**config.mk**
```make
export PLATFORM = sky130hd
export DESIGN_NAME = io_bus_arb
export DESIGN_NICKNAME = d
export VERILOG_FILES = /design/src/rtl/io_bus_arb.sv
export SDC_FILE = /design/constraint.sdc
export NUM_CORES = 1
export LEC_CHECK = 0
export ABC_AREA = 1
export BUFFER_PORTS_ARGS = -buffer_cell sky130_fd_sc_hd__buf_4
export CAP_MARGIN = 20
export CORE_MARGIN = 4
export CORE_UTILIZATION = 52
export CTS_BUF_LIST = sky130_fd_sc_hd__clkbuf_8
export CTS_CLUSTER_SIZE = 16
export DETAILED_ROUTE_END_ITERATION = 12
export GPL_TIMING_DRIVEN = 0
export PLACE_DENSITY = 0.88
export SYNTH_ARGS = -nofsm -noshare
export SYNTH_HDL_FRONTEND = slang
export SYNTH_SLANG_ARGS = --single-unit
```
**constraint.sdc**
```tcl
create_clock -name clk -period 2.9 [get_ports clk]
set_input_delay 0.58 -clock clk [delete_from_list [all_inputs] [get_ports clk]]
set_output_delay 0.58 -clock clk [all_outputs]
set_load 0.1 [all_outputs]
```
**src/rtl/io_bus_arb.sv**
```systemverilog
// Two-master round-robin arbiter for the shared IO decoder port, with an optional
// bounded lock that lets one master keep the port for read-modify-write sequences.
module io_bus_arb #(
  parameter int LOCK_MAX = 8
) (
  input  logic        clk,
  input  logic        rst_n,
  input  logic        m0_req,
  input  logic        m0_we,
  input  logic [31:0] m0_addr,
  input  logic [31:0] m0_wdata,
  input  logic        m0_lock,
  output logic        m0_ack,
  output logic [31:0] m0_rdata,
  input  logic        m1_req,
  input  logic        m1_we,
  input  logic [31:0] m1_addr,
  input  logic [31:0] m1_wdata,
  input  logic        m1_lock,
  output logic        m1_ack,
  output logic [31:0] m1_rdata,
  output logic        io_ce,
  output logic        io_we,
  output logic [31:0] io_addr,
  output logic [31:0] io_din,
  input  logic [31:0] io_dout
);

  typedef enum logic [1:0] {
    IDLE,
    ISSUE,
    RESP
  } state_t;

  localparam logic [3:0] LOCK_LIM = 4'(LOCK_MAX);

  state_t     state;
  logic       last_grant;
  logic       gnt;
  logic       lat_lock;
  logic       owner_valid;
  logic       owner;
  logic [3:0] beat_cnt;

  logic       owner_req;
  logic       grant_any;
  logic       pick;

  // A valid owner that still requests pre-empts round-robin; otherwise alternate on ties.
  always_comb begin
    owner_req = owner ? m1_req : m0_req;
    grant_any = 1'b0;
    pick      = 1'b0;
    if (owner_valid && owner_req) begin
      grant_any = 1'b1;
      pick      = owner;
    end else if (m0_req && m1_req) begin
      grant_any = 1'b1;
      pick      = ~last_grant;
    end else if (m0_req) begin
      grant_any = 1'b1;
      pick      = 1'b0;
    end else if (m1_req) begin
      grant_any = 1'b1;
      pick      = 1'b1;
    end
  end

  always_ff @(posedge clk) begin
    if (!rst_n) begin
      state       <= IDLE;
      io_ce       <= 1'b0;
      io_we       <= 1'b0;
      io_addr     <= '0;
      io_din      <= '0;
      m0_ack      <= 1'b0;
      m1_ack      <= 1'b0;
      m0_rdata    <= '0;
      m1_rdata    <= '0;
      last_grant  <= 1'b1;
      gnt         <= 1'b0;
      lat_lock    <= 1'b0;
      owner_valid <= 1'b0;
      owner       <= 1'b0;
      beat_cnt    <= '0;
    end else begin
      io_ce  <= 1'b0;
      io_we  <= 1'b0;
      m0_ack <= 1'b0;
      m1_ack <= 1'b0;
      case (state)
        IDLE: begin
          if (owner_valid && !owner_req) begin
            owner_valid <= 1'b0;
            beat_cnt    <= '0;
          end
          if (grant_any) begin
            gnt        <= pick;
            last_grant <= pick;
            io_ce      <= 1'b1;
            io_we      <= pick ? m1_we    : m0_we;
            io_addr    <= pick ? m1_addr  : m0_addr;
            io_din     <= pick ? m1_wdata : m0_wdata;
            lat_lock   <= pick ? m1_lock  : m0_lock;
            state      <= ISSUE;
          end
        end
        ISSUE: begin
          // io_we still holds the latched direction during this cycle.
          if (!io_we) begin
            if (gnt) m1_rdata <= io_dout;
            else     m0_rdata <= io_dout;
          end
          if (gnt) m1_ack <= 1'b1;
          else     m0_ack <= 1'b1;
          state <= RESP;
        end
        RESP: begin
          if (lat_lock && (beat_cnt + 4'd1 < LOCK_LIM)) begin
            owner_valid <= 1'b1;
            owner       <= gnt;
            beat_cnt    <= beat_cnt + 4'd1;
          end else begin
            owner_valid <= 1'b0;
            beat_cnt    <= '0;
          end
          state <= IDLE;
        end
        default: state <= IDLE;
      endcase
    end
  end

endmodule

```
After elaboration in Yosys (flattened, before gate mapping)
Cells that the tools add are included.
Widths: inputs -> output; s select.
Operators by class
  add/sub/neg operators: 1
  order comparisons: 1
  eq/ne operators: 4
  multiplexer cells: 23
  bitwise gates (word level): 3
  reductions and logical operators: 15
Operators by type and width (count)
  $mux 32: 2
  $mux 1: 15
  $reduce_and 2->1: 5
  $reduce_and 3->1: 3
  $mux 4: 2
  $pmux 4 s2: 1
  $add 4x1->4 const B: 1
  $logic_and 1x1->1: 4
  $lt 4x4->1 const B: 1
  $ne 2x2->1 const B: 2
  $pmux 2 s2: 1
  $not 1->1: 3
  $eq 2x1->1 const B: 1
  $eq 2x2->1 const B: 1
  $logic_not 2->1: 1
  $mux 2: 1
  $pmux 1 s2: 1
  $reduce_bool 2->1: 1
  $logic_not 1->1: 1
Storage, ports and cells
  bits in registers: 143
  input port bits: 168
  word-level logic and storage cells: 62

Logic depth before layout (Yosys ltp)
Gate-level depths: netlist (run 1).
  depth in word-level cells: 6
  gate-level depth with buffers: 10
  gate-level depth less buffers: 8

Worst setup path after synthesis (run 1)
OpenSTA, ideal clock, no wires.
  path type: reg-to-reg
  start point: register io_we
  end point: register m1_rdata[0]
  library setup time: 117 ps
  data arrival time: 1598 ps
  data required time: 2783 ps
  slack: 1185 ps
  cell stages (with the launch flop): 7
  cells stage by stage: dfxtp_1 > nor2_1 > nand2_1 > inv_1 > buf_2 > nor2_1 > nor2_1
Between the ends
  cells in the longest elaborated chain, start to end: 2
RTL lines
  start, declared: line 23  | output logic io_we,
  start signal, assigned: line 101  | io_we <= pick ? m1_we : m0_we;
  $not 1->1 (no line)
  $reduce_and 3->1 (no line)
  end signal, assigned: line 111  | if (gnt) m1_rdata <= io_dout;
  end, declared: line 21  | output logic [31:0] m1_rdata,
No other way between the ends.
A chain may end at the register's enable or synchronous reset.

Worst setup path in the final report (run 1)
  start point: register io_we
  end point: output io_we
No word-level cell between the ends.

==> results of run 1 <==
worst min path at each step:
stage	slack, ns	startpoint	to
CTS	0.36	io_dout[13]	m0_rdata[13]
global placement	0.45	beat_cnt[3]	beat_cnt[3]
detailed placement	0.46	beat_cnt[3]	beat_cnt[3]
global route	0.37	io_dout[12]	m0_rdata[12]
finish	0.37	io_dout[12]	m0_rdata[12]
floorplan	0.43	last_grant	last_grant
cell type report:
class | count | area [µm²]
tap | 143 | 179
inverter | 79 | 297
buffer | 69 | 328
clock inverter | 14 | 213
fill | 902 | 2480
clock buffer | 18 | 248
multi-input combinational | 635 | 2770
timing repair buffer | 298 | 2240
sequential | 143 | 2860
cells in the mapped netlist:
| library cell | count | area (µm²) |
|---|---|---|
| nor2_1 | 265 | 995 |
| nand2_1 | 148 | 556 |
| dfxtp_1 | 143 | 2860 |
| inv_1 | 77 | 289 |
| nand3_1 | 73 | 365 |
| nand4_1 | 69 | 432 |
| o21ai_0 | 64 | 320 |
| clkbuf_1 | 30 | 113 |
| buf_2 | 28 | 140 |
| a21oi_1 | 9 | 45.0 |
| buf_4 | 5 | 37.5 |
| buf_1 | 4 | 15.0 |
| buf_6 | 2 | 22.5 |
| inv_2 | 2 | 7.51 |
| ha_1 | 1 | 12.5 |
| nand2_2 | 1 | 6.26 |
| nand3_2 | 1 | 10.0 |
| nor2_4 | 1 | 11.3 |
| nor3_1 | 1 | 5.00 |
| or2_1 | 1 | 6.26 |
| xor2_1 | 1 | 8.76 |
cell usage in the layout (no fill, tap or decap), types with 2 or more instances in the layout:
master and n:
inv_1 78, clkbuf_1 30, inv_6 3, inv_2 2
bufinv_16 5, nand3_1 73, nand2_1 148, clkinv_4 2
nor2_1 265, a21oi_1 9, buf_4 303, dfxtp_1 143
buf_6 2, o21ai_0 64, clkinv_2 3, nand4_1 69
buf_1 4, buf_2 28, clkbuf_8 18
cells by family after synthesis:
logic type	Yosys count
simple gates	560
compound gates	73
xor+xnor	1
buf+inv	148
flops	143
fa+ha+maj	1
per-stage QoR:
step           cell area (µm²)  std cells  power, mW  setup WS [ns]  hold slack (ns)
6_report                  9140       1399       6.41           1.15            0.374
5_1_grt                   9140       1399       6.65           1.11            0.366
4_1_cts                   9140       1399       6.42           1.14            0.363
3_5_place_dp              8680       1367       4.60           1.04            0.459
3_3_place_gp              8680       1367       4.57           1.04            0.452
2_1_floorplan             6260        926       3.99           1.19            0.433
registers in the layout, summed over array words and instances (netlist names):
| signal | count |
|---|---|
| io_addr | 32 |
| io_din | 32 |
| m0_rdata | 32 |
| m1_rdata | 32 |
| beat_cnt | 4 |
| state | 2 |
| gnt | 1 |
| io_ce | 1 |
| io_we | 1 |
| last_grant | 1 |
| lat_lock | 1 |
| m0_ack | 1 |
| m1_ack | 1 |
| owner | 1 |
| owner_valid | 1 |
metal layers:
metal | up-vias | share of wire | wire length (µm) | track usage
li1 | 3584 | - | - | -
met1 | 3300 | 0.39 | 8230 | 0.332
met2 | 365 | 0.47 | 10100 | 0.497
met3 | 82 | 0.092 | 1960 | 0.100
met4 | 0 | 0.049 | 1040 | 0.155
met5 | - | 0 | 0 | 0
power by group:
group	internal (mW)	switching, mW
Sequential	2.13	0.0904
Combinational	0.584	1.76
Clock	1.05	0.793
Total	3.77	2.64
==> reports/results.ini, run 1 <==
[worst_setup_path]
r2r_cells = 7
end_kind = output pin
crit_type = register to output pin
crit_end = io_we
r2r_end = io_din[28]
crit_buf_inv = 1
cp.depth = 1
worstPathCellList = buf_4
cpPeakStageDelay_ns = 0.39
critPathLaunch = io_we
crit_fanout = 3
worstPathRequired_ns = 2.32
reg2reg_slack_ns = 1.33
critPathArrivalTime_ns = 1.17
rr_startpoint = state[1]
critPathLaunchType = register
cpLargestDelayFamily = flip-flops
slowest_stage = dfxtp_1

[die]
die_x_um = 118
io_pins = 300
chipHeight_um = 118
core_um2 = 11600
start_util = 0.539
dieArea_um2 = 13900
rows = 39

[grt]
overflow = 0
grt_usage = 0.296
antenna_found_initial = 0
grt_pass1_wl_um = 33300
grt_max_degree = 17
grt_pass1_vias = 6794

[timing]
slew_headroom = 0.646
post-route-period-util = 0.603
worst_pin_slew_ns = 0.532
finalSetupViolations = 0
fmax_mhz = 572
rsz0062_at_grt = false
finalClockSkew_ns = 0.0108
setup_tns_ns = 0
final_max_slew_viol_count = 0
layout_min_cycle_time_ns = 1.75
hold_viol_final = 0

[run_status]
status = complete, no violations

[cells_and_area]
fin_util = 0.787
layout-drive-gt1-share = 0.294
diodes = 0
syn2layout_area_growth_pct = 46.0
nets = 1412

[clock_tree]
cts_buffer_depth = 2
ctsRootBufferMaster = clkbuf_8
post-cts-setup-buffer-count = 0
htreeDepth = 4
cts-buffers-inserted = 17
ctsResizeCount = 0
cts_sinks = 143
cts_hold_buf = 0
clkLatencyLatePin_ns = 0.46
path_clk_slew_ns = 0.08
cts_tree = done

[yosys]
seq_area_frac_synth = 0.457
synthAdderAreaFrac = 0.00200
synth_cell_types = 21
synth-xor-area-share = 0.00140
syn-cell-area_um2 = 6260
ys_ff_latch = 143
syn_avg_cell_area_um2 = 6.76
synth-simple-area-share = 0.381
synth_warnings = 0
synth_top_family_by_area = simple AND/OR/NAND/NOR gates
syn_nets = 1095
netlist_instances = 926
synthMuxAreaShare = 0
synth-compound-area-share = 0.0584

[place]
numPortBuffers = 298
place.gp.congestion = 0.906
dp_hpwl_um = 15900

[drt]
drtIter0Drc = 579
wire_per_inst_um = 15.2
vias = 7331
totalWireLength_um = 21300
via_per_inst = 5.24
antenna_left = 0
drc = 0
drtPass1Iterations = 5

[power_and_ir_drop]
peakVddDrop_mv = 0.419
power_leakage_nw = 4.83
pwr_density_cell_nw_per_um2 = 702

[hold_path]
min_path_cells = 3
hp-class = input pin to register

[job]
drv_cap = 0

No activity file was read; power rests on OpenSTA's default activity.
==> inputs of run 2 (changes only) <==
--- a/config.mk
+++ b/config.mk
@@ -9,12 +9,12 @@
 export BUFFER_PORTS_ARGS = -buffer_cell sky130_fd_sc_hd__buf_4
 export CAP_MARGIN = 20
 export CORE_MARGIN = 4
-export CORE_UTILIZATION = 52
+export CORE_UTILIZATION = 43
 export CTS_BUF_LIST = sky130_fd_sc_hd__clkbuf_8
 export CTS_CLUSTER_SIZE = 16
 export DETAILED_ROUTE_END_ITERATION = 12
 export GPL_TIMING_DRIVEN = 0
-export PLACE_DENSITY = 0.88
+export PLACE_DENSITY = 0.78
 export SYNTH_ARGS = -nofsm -noshare
 export SYNTH_HDL_FRONTEND = slang
 export SYNTH_SLANG_ARGS = --single-unit
==> constraint.sdc (replaced) <==
create_clock -name clk -period 1.5 [get_ports clk]
set_input_delay 0.3 -clock clk [delete_from_list [all_inputs] [get_ports clk]]
set_output_delay 0.3 -clock clk [all_outputs]
set_load 0.1 [all_outputs]
==> reports/results.ini, run 2 (synthesized netlist as in run 1, its figures left out) <==
[worst_setup_path]
cpLargestDelayFamily = flip-flops
critPathLaunchType = register
cpPeakStageDelay_ns = 0.39  ; about the same
crit_type = register to output pin
r2r_end = io_addr[30]
reg2reg_slack_ns = 0.06  ; -1.27 ns
rr_startpoint = state[1]
crit_buf_inv = 1  ; unchanged
critPathLaunch = io_addr[11]
worstPathRequired_ns = 1.20  ; -1.12 ns
crit_end = io_addr[11]
end_kind = output pin
worstPathCellList = buf_4
cp.depth = 1  ; unchanged
slowest_stage = dfxtp_1
critPathArrivalTime_ns = 1.15  ; -0.02 ns
r2r_cells = 7  ; unchanged
crit_fanout = 2  ; -1

[drt]
antenna_left = 0  ; unchanged
wl_met1_um = 8420  ; +2.3%
dr_wl_met2_um = 10700  ; +6.5%
wire_per_inst_um = 15.1  ; -0.67%
totalWireLength_um = 21800  ; +2.1%
drtPass1Iterations = 4  ; -1
drc = 0  ; unchanged
drtIter0Drc = 532  ; -8.1%
wl_met3_um = 1890  ; -4.0%
via_per_inst = 4.93  ; -5.8%
top_layer = met4
vias = 7095  ; -3.2%

[timing]
finalClockSkew_ns = 0.0130  ; +0.00215 ns
worst_pin_slew_ns = 0.537  ; +0.00513 ns
timing.hold.ws_ns = 0.0930  ; -0.281 ns
rsz0062_at_grt = true
layout_min_cycle_time_ns = 1.45
setup_tns_ns = 0  ; unchanged
fmax_mhz = 689
finalSetupViolations = 0  ; unchanged
hold_viol_final = 0  ; unchanged
slew_headroom = 0.642  ; -0.00342
post-route-period-util = 0.967
fin_ws_ns = 0.0490  ; -1.10 ns
final_max_slew_viol_count = 0  ; unchanged

[power_and_ir_drop]
finalPower_mw = 11.9  ; +86%
peakVddDrop_mv = 0.906  ; +120%
power_leakage_nw = 4.84  ; +0.24%
p_switching_mw = 5.24  ; +98%
swShare = 0.440  ; +0.0274
p_int_mw = 6.67  ; +77%
seq_power_share = 0.362  ; +0.015
share_comb_of_total_power = 0.384  ; +0.018
pwr_density_cell_nw_per_um2 = 1290  ; +84%
clkPwrFrac = 0.254  ; -0.033

[hold_path]
min_path_cells = 3  ; unchanged
hp-class = input pin to register

[place]
place.gp.congestion = 0.941  ; +3.9%
dp_hpwl_um = 16700  ; +4.5%
dpl.cell_count = 1404  ; +2.7%
numPortBuffers = 298  ; unchanged
pre_cts_slack_ns = -0.154  ; -1.20 ns

[die]
io_pins = 300  ; unchanged
start_util = 0.446  ; -0.0932
rows = 43  ; +10%
die_x_um = 129  ; +9.3%
dieArea_um2 = 16600  ; +19%
chipHeight_um = 129  ; +9.3%
core_um2 = 14000  ; +21%

[cells_and_area]
diodes = 0  ; unchanged
final_common_cell = buf_4
fill_cells = 1350  ; +50%
layout_common_cells = buf_4 (315), nor2_1 (264), nand2_1 (146)
layout-drive-gt1-share = 0.309  ; +0.0154
nets = 1414  ; +0.14%
layout.cells.non_filler = 1438  ; +2.8%
syn2layout_area_growth_pct = 47.6

[clock_tree]
cts_buffer_depth = 2  ; unchanged
cts_sinks = 143  ; unchanged
cts_hold_buf = 0  ; unchanged
cts_tree = done
clkLatencyLatePin_ns = 0.45  ; about the same
path_clk_slew_ns = 0.09  ; about the same
cts-buffers-inserted = 17  ; unchanged
htreeDepth = 4  ; unchanged
ctsRootBufferMaster = clkbuf_8

[grt]
grt_usage = 0.255  ; -0.0405
overflow = 0  ; unchanged
antenna_found_initial = 0  ; unchanged
grt_max_degree = 17  ; unchanged
grt_pass1_wl_um = 33600  ; +0.68%
grt_pass1_vias = 6761  ; -0.49%

[job]
drv_cap = 0  ; unchanged

[run_status]
status = complete, no violations

[run 2: cell count changes in the layout (fill, tap and decap cells not counted), sizes merged]
cell,delta
clkinvlp,+2
inv,+4
clkinv,-1
clkbuf,+9
buf,-8
bufinv,-4
[run 2: layout make-up]
cell class | instances | area, µm² | area share
timing repair buffer | 300 | 2260 | 0.244
buffer | 69 | 412 | 0.0446
multi-input combinational | 635 | 2790 | 0.302
tap | 180 | 225 | 0.0244
inverter | 79 | 297 | 0.0321
sequential | 143 | 2870 | 0.311
clock buffer | 17 | 234 | 0.0253
clock inverter | 15 | 151 | 0.0164
[run 2: how the worst min path moves through the flow]
stage,from,to
final,io_dout[13],m1_rdata[13]
after global routing,io_dout[12],m0_rdata[12]
after CTS,io_dout[14],m1_rdata[14]
after detailed placement,beat_cnt[3],beat_cnt[3]
after global placement,beat_cnt[3],beat_cnt[3]
after floorplan,last_grant,last_grant
[run 2: per-layer routing]
layer | vias to the layer above | global-route usage
met5 | - | 0
met4 | 0 | 0.0988
met3 | 48 | 0.0839
met2 | 253 | 0.438
met1 | 3212 | 0.295
li1 | 3582 | -
[run 2: repair_timing]
item	CTS	global route
setup buffers	2	0
pin swaps	1	1
endpoints found under the setup margin	60	126
gates resized for setup	12	45
[run 2: power by group through the flow]
stage	clock, mW	combinational, mW	sequential, mW
after global routing	3.28	4.86	4.35
after global placement	0	4.49	4.38
after floorplan	0	1.06	6.64
after CTS	3.09	4.56	4.31
after detailed placement	0	4.51	4.39
final	3.03	4.58	4.31
[run 2: metrics by stage]
step	utilization	area (µm²)
floorplan	-	6260
global placement	0.621	8720
detailed placement	0.621	8720
CTS	0.652	9150
global route	0.658	9240
finish	0.658	9240
